[src/rtl/oc8051_cxrom_prefetch.sv]
// rtl/oc8051_cxrom_prefetch.sv - code ROM instruction prefetch queue for the oc8051 core
// Fetches 4 bytes per access into a circular byte queue and presents a PC-aligned 4-byte window.
module oc8051_cxrom_prefetch #(
   parameter int QDEPTH = 8,
   parameter int AW     = 16
) (
   input  logic          clk,
   input  logic          rst,
   output logic [AW-1:0] cxrom_addr,
   input  logic [31:0]   cxrom_data_in,
   input  logic          redirect,
   input  logic [AW-1:0] redirect_pc,
   input  logic [2:0]    consume,
   output logic [31:0]   op_data,
   output logic [2:0]    op_avail,
   output logic [AW-1:0] pc_head
);

   localparam int PW = $clog2(QDEPTH);

   logic [AW-1:0] fetch_ptr;
   logic [PW-1:0] head;
   logic [PW-1:0] tail;
   logic [PW:0]   count;
   logic [7:0]    queue [QDEPTH];
   logic          fetch_ok;
   logic [2:0]    eff;

   // Room for a whole 4-byte access is judged on the count before this cycle's consumption.
   assign fetch_ok   = (32'(count) + 32'd4) <= 32'(QDEPTH);
   assign op_avail   = (count >= (PW+1)'(4)) ? 3'd4 : count[2:0];
   assign eff        = (consume < op_avail) ? consume : op_avail;
   assign cxrom_addr = fetch_ptr;

   always_comb begin
      op_data = 32'h0;
      for (int i = 0; i < 4; i++) begin
         if (3'(i) < op_avail)
            op_data[8*i +: 8] = queue[head + PW'(i)];
      end
   end

   always_ff @(posedge clk or posedge rst) begin
      if (rst) begin
         fetch_ptr <= '0;
         pc_head   <= '0;
         head      <= '0;
         tail      <= '0;
         count     <= '0;
      end else if (redirect) begin
         fetch_ptr <= redirect_pc;
         pc_head   <= redirect_pc;
         head      <= '0;
         tail      <= '0;
         count     <= '0;
      end else begin
         if (fetch_ok) begin
            tail      <= tail + PW'(4);
            fetch_ptr <= fetch_ptr + AW'(4);
         end
         head    <= head + PW'(eff);
         pc_head <= pc_head + AW'(eff);
         count   <= count + (fetch_ok ? (PW+1)'(4) : (PW+1)'(0)) - (PW+1)'(eff);
      end
   end

   // Byte storage needs no reset: bytes beyond count are masked off at the output.
   always_ff @(posedge clk) begin
      if (!redirect && fetch_ok) begin
         for (int i = 0; i < 4; i++)
            queue[tail + PW'(i)] <= cxrom_data_in[8*i +: 8];
      end
   end

endmodule

[config.mk]
export PLATFORM = sky130hd
export DESIGN_NAME = oc8051_cxrom_prefetch
export DESIGN_NICKNAME = d
export VERILOG_FILES = /design/src/rtl/oc8051_cxrom_prefetch.sv
export SDC_FILE = /design/constraint.sdc
export NUM_CORES = 1
export LEC_CHECK = 0
export BUFFER_PORTS_ARGS = -buffer_cell sky130_fd_sc_hd__buf_2
export CAP_MARGIN = 20
export CORE_ASPECT_RATIO = 1.5
export CORE_MARGIN = 3
export CORE_UTILIZATION = 30
export CTS_BUF_LIST = sky130_fd_sc_hd__clkbuf_16
export DETAILED_ROUTE_END_ITERATION = 10
export GPL_TIMING_DRIVEN = 0
export PLACE_DENSITY = 0.59
export SKIP_LAST_GASP = 1
export SYNTH_ARGS = -nofsm -noshare
export SYNTH_HDL_FRONTEND = slang
export SYNTH_SLANG_ARGS = --single-unit
[constraint.sdc]
create_clock -name clk -period 3.7 [get_ports clk]
set_input_delay 0.185 -clock clk [delete_from_list [all_inputs] [get_ports clk]]
set_output_delay 0.185 -clock clk [all_outputs]
set_load 0.1 [all_outputs]
# Word-level counts from Yosys, hierarchy flattened

Memories as Yosys holds them, arrays and structs flattened.
Index checks and enable logic that the tools add are counted.

Output and inout port bits: 67
Memories kept: 1
Word-level logic and storage cells: 45
Bits in writable memories: 64
Input port bits: 54
Flip-flop bits (word level): 42

Reductions and logical operators: 3
$add $sub $neg: 13
$lt $le $gt $ge: 7
Muxes and demuxes: 16

Memory list:

| name  | words | width | rd ports | clocked after memory_dff | write ports | line | RTL |
|---|---|---|---|---|---|---|---|
| queue | 8     | 8     | 4        | 0                        | 4           | 25   | `logic [7:0] queue [QDEPTH];` |

Operators with widths:

| cell                    | number |
|---|---|
| $mux W16                | 3 |
| $mux W8                 | 4 |
| $mux W3                 | 6 |
| $add A16 B3 Y16         | 1 |
| $add A16 B3 Y16 const B | 1 |
| $add A3 B2 Y3 const B   | 4 |
| $add A3 B1 Y3 const B   | 2 |
| $lt A1 B3 Y1 const A    | 2 |
| $lt A2 B3 Y1 const A    | 2 |
| $add A4 B3 Y5 const B   | 1 |
| $le A5 B4 Y1 const B    | 1 |
| $add A4 B3 Y4           | 1 |
| $ge A4 B3 Y1 const B    | 1 |
| $mux W4                 | 1 |
| $sub A4 B3 Y4           | 1 |
| $add A3 B3 Y3           | 1 |
| $add A3 B3 Y3 const B   | 1 |
| $lt A3 B3 Y1            | 1 |
| $mux W1                 | 2 |
| $reduce_bool A2 Y1      | 1 |
| $logic_and A1 B1 Y1     | 1 |
| $logic_not A1 Y1        | 1 |

# Longest topological paths before layout

Gate-level depths: netlist of the first run.

Depth in word-level cells: 6
Gate-level depth with buffers: 17
Gate-level depth less buffers: 15

# Least setup slack after synthesis of the first run

No wires, ideal clock.

Path kind: register -> register
Start: register count[3]
End: register pc_head[14]
Clock period less this slack: 4.467 ns
Required time: 3.617 ns
Library setup time: 0.083 ns
Data arrival time: 4.384 ns
Buffers on the path: 2
Cell stages (with the launch flop): 12
Setup slack: -0.767 ns
Path through: dfrtp_1 > buf_6 > or2_2 > clkbuf_1 > nor2_1 > mux2_1 > ha_1 > fa_1 > a21o_1 > nand3_1 > or3_1 > a31oi_1

Cells in the longest elaborated chain, start to end: 6

Ends and longest elaborated chain:

| what                   | line | RTL |
|---|---|---|
| from (decl)            | 24   | `logic [PW:0] count;` |
| from (signal assigned) | 63   | `count <= count + (fetch_ok ? (PW+1)'(4) : (PW+1)'(0)) - (PW+1)'(eff);` |
| $ge A4 B3 Y1 (*)       | 31   | `assign op_avail = (count >= (PW+1)'(4)) ? 3'd4 : count[2:0];` |
| $mux W3 (*)            | 31   |  |
| via op_avail[2]        | 15   | `output logic [2:0] op_avail,` |
| $lt A3 B3 Y1           | 32   | `assign eff = (consume < op_avail) ? consume : op_avail;` |
| $mux W3 (*)            | 32   |  |
| $add A16 B3 Y16 (*)    | 62   | `pc_head <= pc_head + AW'(eff);` |
| $mux W16 (*)           | 50   | `end else if (redirect) begin` |
| to (signal assigned)   | 52   | `pc_head <= redirect_pc;` |
| to (signal assigned)   | 62   |  |
| to (decl)              | 16   | `output logic [AW-1:0] pc_head` |

The timed path passes the listed nets; every way through them passes the cells marked *.
A chain may end at the register's enable or synchronous reset.

# Worst setup path in the final report of the first run

Start: register count[3]
End: register pc_head[8]

Cells in the longest elaborated chain, start to end: 6

Ends and longest elaborated chain:

| what                | line |
|---|---|
| $ge A4 B3 Y1 (*)    | 31 |
| $mux W3 (*)         | 31 |
| $lt A3 B3 Y1        | 32 |
| $mux W3 (*)         | 32 |
| $add A16 B3 Y16 (*) | 62 |
| $mux W16 (*)        | 50 |

Mark *: on every way between the ends. The rest lies on a longest branch, timed or not.

==> run_results.csv, run 1 <==
group,metric,value,unit
outcome,status,"finished clean",
floorplan,design.die.area,25000,um^2
routing,vias,5461,
sta,setup_viol,0,
synthesis,synth_edf_count,64,
placed_design,port-buffer-count,120,
synthesis,syn_avg_cell_area,11.7,um^2
synthesis,syn_area,6920,um^2
placed_design,post-dp-hpwl,16200,um
sta,fmax,0.279,GHz
synthesis,synth_top_area_share,27.8,%
routing,drt-initial-drc-count,445,
sta,setup_tns,0,ns
floorplan,die_h,192,um
floorplan,initial_core_util,30.7,%
synthesis,synth_flop_cell,"edfxtp_1",
sta,skew,0.0124,ns
routing,routed_wl,22000,um
synthesis,netlist_top_cells_area,"edfxtp_1, mux4_2, dfrtp_1",
clocking,cts_root_buf,"clkbuf_16",
clocking,cts_max_path_buffers,2,
synthesis,synth-async-reset-ratio,38.5,%
routing,ant_nets,0,
synthesis,seq_area_frac_synth,42.2,%
floorplan,ios,121,
clocking,cts_buffers,9,
critical_path,start_kind,"flop",
placed_design,place_congestion,0.876,
synthesis,synth_cell_types,49,
grt,grt_use_total,18.0,%
synthesis,postSynthCellCount,589,
floorplan,rows,67,
synthesis,yosysTopAreaCell,"edfxtp_1",
finish,nets,797,
critical_path,crit_required,3.95,ns
critical_path,critPathMaxFanout,8,
routing,drc_errors,0,
finish,layout-drive-gt1-share,38.3,%
synthesis,yosysWarnings,0,
critical_path,arrival,3.84,ns
synthesis,synth_nets,660,
sta,finalHoldViolations,0,
grt,grt_max_degree,41,
grt,grt_first_pass_wirelength,33300,um
floorplan,die_w,130,um
routing,dr.pass1.iters,5,
sta,fin_crit_sh,97.0,%
finish,n_antenna_cell,0,
critical_path,worstSetupPathType,"flop to flop",
clocking,clk_pin_slew,0.08,ns
sta,period_minus_slack,3.59,ns
grt,grt-ovfl-total,0,
routing,drt-vias-per-instance,5.42,
sta,tightest_slew,1.06,ns
clocking,cts_tree,"done",
clocking,clk_latency,0.35,ns
job,cap_violations,0,
routing,wl_per_cell,21.9,um
finish,synthToLayoutAreaGrowth,21.5,%
floorplan,core_area,22600,um^2
sta,slew_violations,0,
clocking,clock_sinks,104,
min_path,hp-class,"primary input to flop",
grt,grt_antenna_before_repair,5,
grt,first_global_vias,5607,
clocking,h-tree-depth,3,
synthesis,synth_seq_cells,104,
sta,slew_headroom,29.4,%
critical_path,cp-end-kind,"flop",
cell families (layout without fill, tap and decap cells):
group,after synthesis,in the layout,share of synthesized area (%)
AOI/OAI and AO/OA,68,68,7.03
xor gates and xnor gates,21,21,2.66
adders and majority gates,17,17,3.51
buffers and inverters,72,214,4.88
DFF,104,104,42.2
muxes,125,125,27.4
and+or+nand+nor,182,182,12.3
critical path, stage by stage (launching register included):
cell and delay (ns):
dfrtp_1 0.37, buf_6 0.14, or2_2 0.29, clkbuf_16 0.17
clkinvlp_4 0.09, nand2_2 0.07, ha_1 0.27, nor2b_1 0.15
a221oi_4 0.28, mux2_4 0.34, ha_2 0.19, fa_2 0.36
a21o_4 0.25, nand3_1 0.15, xnor2_1 0.08, mux2_2 0.26
per-layer routing:
metal | vias up | share of wire [%] | track usage (%)
met2 | 245 | 52 | 32.5
li1 | 2473 | - | -
met5 | - | 0.28 | 0
met1 | 2692 | 37 | 20.9
met3 | 41 | 7.2 | 3.92
met4 | 10 | 2.8 | 5.88
metrics by stage:
| step | utilization (%) | worst slack, ns | hold WS [ns] | cell area, um^2 | instances |
|---|---|---|---|---|---|
| after floorplan | - | -0.0268 | 0.313 | 6990 | 589 |
| after global placement | 35.2 | -0.609 | 0.425 | 7940 | 985 |
| after detailed placement | 35.3 | -0.595 | 0.230 | 7960 | 986 |
| after CTS | 37.1 | 0.0218 | 0.0489 | 8360 | 1005 |
| after global routing | 37.3 | -0.000158 | 0.0590 | 8410 | 1007 |
| final | 37.3 | 0.111 | 0.0539 | 8410 | 1007 |
synth_stat cells, types with 2 or more instances:
cell type	number
inv_1	23
mux2i_1	41
nand3_1	9
nand2b_1	3
clkbuf_1	24
nand2_1	100
mux4_2	48
edfxtp_1	64
o221ai_1	16
o21a_1	4
buf_6	4
mux2_2	35
and2_1	2
xnor2_1	13
ha_1	13
xor2_1	8
a21o_1	2
nand4_1	8
and3_1	6
nor2b_1	7
buf_4	6
nor3_1	8
buf_2	12
o31ai_1	2
fa_1	4
o21ai_0	10
a31oi_1	4
a41oi_1	2
o31a_1	4
and4_1	7
or3_1	5
nor2_1	21
a21oi_1	19
dfrtp_1	40
timing repair:
| item | in CTS | in global routing |
|---|---|---|
| pin swaps | 3 | 5 |
| hold buffers | 1 | 0 |
| gates resized for setup | 31 | 8 |
| buffers inserted | 3 | 2 |
| hold endpoints to repair | 40 | 0 |
| setup endpoints to repair | 24 | 17 |
sequential cells by signal, indices dropped and copies added (netlist names):
register / flops
queue: 64
cxrom_addr: 16
pc_head: 16
count: 4
head: 3
tail: 1
placed cells by master, fill, tap and decap left out, types with 8 or more instances in the layout:
master and instances:
nand2_1 98, nor2_1 19, nand4_1 8, o21ai_0 10, clkbuf_1 23, mux4_2 48
xor2_1 8, buf_4 26, mux2_2 35, a21oi_1 18, inv_1 22, nor3_1 8
buf_2 113, mux2i_1 41, dfrtp_1 39, edfxtp_1 64, o221ai_2 9, ha_1 12
clkbuf_16 10, xnor2_1 12
layout make-up:
class / count / area [um^2]
Buffer: 46 / 277
Clock buffer: 9 / 225
Clock inverter: 7 / 43.8
Fill cell: 2245 / 14100
Inverter: 25 / 98.8
Multi-Input combinational cell: 413 / 3790
Sequential cell: 104 / 2920
Tap cell: 276 / 345
Timing Repair Buffer: 127 / 701
path summary, 6_finish.rpt:
path / start / endpoint / slack [ns] / cells past startpoint
min in group asynchronous: rst / cxrom_addr[1] / 0.38 / 4
setup reg to reg: count[3] / pc_head[8] / 0.11 / 15
hold reg to reg: cxrom_addr[0] / cxrom_addr[0] / 0.53 / 2
hold / removal: redirect_pc[0] / pc_head[0] / 0.05 / 3
max in group asynchronous: rst / count[2] / 3.09 / 4
setup / recovery: count[3] / pc_head[8] / 0.11 / 15
Power of run 1 is not shown: default switching activity piles up to over one toggle a cycle in this logic, so the estimate is an artifact.
==> run 2, diff against run 1 <==
--- a/config.mk
+++ b/config.mk
@@ -5,6 +5,7 @@
 export SDC_FILE = /design/constraint.sdc
 export NUM_CORES = 1
 export LEC_CHECK = 0
+export ABC_AREA = 1
 export BUFFER_PORTS_ARGS = -buffer_cell sky130_fd_sc_hd__buf_2
 export CAP_MARGIN = 20
 export CORE_ASPECT_RATIO = 1.5
@@ -12,8 +13,8 @@
 export CORE_UTILIZATION = 30
 export CTS_BUF_LIST = sky130_fd_sc_hd__clkbuf_16
 export DETAILED_ROUTE_END_ITERATION = 10
-export GPL_TIMING_DRIVEN = 0
 export PLACE_DENSITY = 0.59
+export SETUP_SLACK_MARGIN = 0.4
 export SKIP_LAST_GASP = 1
 export SYNTH_ARGS = -nofsm -noshare
 export SYNTH_HDL_FRONTEND = slang
==> run 2 against run 1 <==
  * First-iteration DRC count down 34%
  * Flip-flop and latch count unchanged
  * Routed wire length down 13%
  * Critical path depth down 8
  * Synthesized cell count up 59%
  * Clock skew down 0.0046 ns
  * Final area up 1.1%
  * Clock-buffer cell count unchanged
  * Setup slack better by 0.54 ns
  * Via count up 13%
  * Critical endpoint is now op_data[26]
  * Largest cell class unchanged
  * Highest routed layer is now met4
==> run_results.csv, run 2 <==
group,metric,value,unit
synthesis,synth_most_common_cell,"nand2_1",
synthesis,postSynthCellCount,934,
synthesis,synth-async-reset-ratio,38.5,%
clocking,cts_tree,"done",
sta,skew,0.00780,ns
placed_design,post-dp-hpwl,15700,um
job,cap_violations,0,
floorplan,initial_core_util,30.5,%
sta,setup_viol,0,
min_path,hp-class,"primary input to flop",
clocking,clk_pin_slew,0.07,ns
clocking,cts_root_buf,"clkbuf_16",
clocking,clk_latency,0.35,ns
grt,grt_first_pass_wirelength,30600,um
finish,final_common_cell,"nand2_1",
routing,dr.pass1.iters,5,
floorplan,die_w,131,um
synthesis,synth_commonest_cells,"nand2_1, inv_1, o21ai_0, edfxtp_1, nand3_1",
sta,slew_violations,0,
critical_path,cp_cell_sequence,"inv_1, ha_1, buf_4, inv_1, o211ai_1, a21oi_2, buf_12",
clocking,clock_sinks,104,
floorplan,ios,121,
synthesis,seq_area_frac_synth,41.5,%
routing,vias,6175,
sta,finalHoldViolations,0,
synthesis,synth_top_area_share,27.3,%
synthesis,syn_avg_cell_area,7.53,um^2
synthesis,yosysWarnings,0,
critical_path,critPathBufInv,4,
routing,routed_wl,19200,um
min_path,min_to,"pc_head[1]",
sta,rsz0062_at_grt,"false",
routing,drt-vias-per-instance,4.60,
sta,slew_headroom,32.7,%
critical_path,reg2reg_from,"count[3]",
floorplan,die_h,194,um
finish,largest_register,"queue",
routing,drc_errors,0,
critical_path,startpoint,"head[1]",
grt,grt_max_degree,78,
critical_path,path_delay_family,"buffers and inverters",
critical_path,start_kind,"flop",
critical_path,arrival,2.86,ns
critical_path,ff2ff_path_depth,17,
synthesis,yosysTopAreaCell,"edfxtp_1",
min_path,whs_path_depth,3,
synthesis,netlist_top_cells_area,"edfxtp_1, nand2_1, dfrtp_1",
critical_path,cp-end-kind,"primary output",
finish,largest_reg_flops,64,
sta,hold_slack,0.0549,ns
critical_path,critPathMaxFanout,33,
synthesis,synth_seq_cells,104,
floorplan,core_area,23100,um^2
clocking,h-tree-depth,3,
grt,first_global_vias,5965,
grt,grt-ovfl-total,0,
critical_path,cpPeakStageDelay,0.67,ns
sta,fmax,0.328,GHz
synthesis,synth_cell_types,44,
finish,nets,1091,
synthesis,synth_edf_count,64,
floorplan,rows,68,
synthesis,synth_flop_cell,"edfxtp_1",
sta,period_minus_slack,3.05,ns
routing,ant_nets,0,
critical_path,cp.depth,7,
synthesis,syn_area,7040,um^2
placed_design,port-buffer-count,120,
critical_path,worst_path_most_repeated_cell,"inv_1",
critical_path,reg2reg_slack,0.74,ns
routing,drt-initial-drc-count,294,
critical_path,worstSetupPathType,"flop to primary output",
critical_path,worst_path_max_delay_cell,"inv_1",
clocking,post_cts_buffers,0,
sta,fin_crit_sh,82.4,%
grt,grt_antenna_before_repair,1,
floorplan,design.die.area,25400,um^2
critical_path,worstReg2RegEnd,"pc_head[12]",
critical_path,crit_required,3.51,ns
sta,tightest_slew,1.01,ns
finish,synthToLayoutAreaGrowth,20.8,%
finish,layout-drive-gt1-share,21.5,%
synthesis,synth_nets,1005,
placed_design,place_congestion,0.881,
clocking,cts_buffers,9,
grt,grt_use_total,15.2,%
outcome,status,"finished clean",
min_path,min_from,"redirect_pc[1]",
finish,most-common-layout-cells,"nand2_1, inv_1, buf_2",
routing,wl_per_cell,14.3,um
clocking,cts_max_path_buffers,2,
-- run 2: worst min-delay path: stages --
cell,delay (ns)
buf_2,0.07
nand2_1,0.06
nand2_1,0.06
-- run 2: worst max path at each step --
stage	endpoint	slack, ns
2_1_floorplan	count[3]	-0.11
3_3_place_gp	pc_head[10]	0.70
3_5_place_dp	pc_head[12]	0.67
4_1_cts	op_data[26]	0.63
5_1_grt	pc_head[10]	0.43
6_report	op_data[26]	0.65
-- run 2: metal layers --
metal	track usage [%]	share of wire (%)
met5	0	0
met4	6.06	3.2
met3	3.23	5.3
met2	26.9	52
met1	17.5	40
-- run 2: logic make-up (layout without fill, tap and decap cells) --
group | count (synthesis) | count (layout) | synth area share, %
AOI/OAI and AO/OA | 174 | 174 | 14.4
muxes | 6 | 6 | 0.854
and+or+nand+nor | 451 | 451 | 27.8
xor gates and xnor gates | 8 | 8 | 1.21
other | 0 | 2 | 0
buffers and inverters | 174 | 265 | 10.8
adders and majority gates | 17 | 17 | 3.45
DFF | 104 | 104 | 41.5
-- run 2: what timing repair did --
item | CTS | global route
hold buffers | 1 | 0
endpoints found under the hold margin | 40 | 0
gates resized for setup | 0 | 1
endpoints found under the setup margin | 0 | 3
-- run 2: final cells by class --
type	count	area [um^2]
Antenna cell	2	5.00
Clock buffer	9	225
Clock inverter	7	143
Fill cell	2433	14600
Inverter	122	462
Multi-Input combinational cell	656	3450
Sequential cell	104	2920
Tap cell	315	394
Timing Repair Buffer	127	896
-- run 2: per-stage QoR --
step	TNS [ns]	util, %	cells	area, um^2	worst slack (ns)
global route	0	36.8	1340	8490	0.428
floorplan	-0.486	-	934	7130	-0.110
finish	0	36.9	1342	8500	0.651
detailed placement	0	35.2	1323	8110	0.675
CTS	0	36.8	1340	8490	0.633
global placement	0	35.2	1323	8110	0.699
Power of run 2 is left out for the same reason.
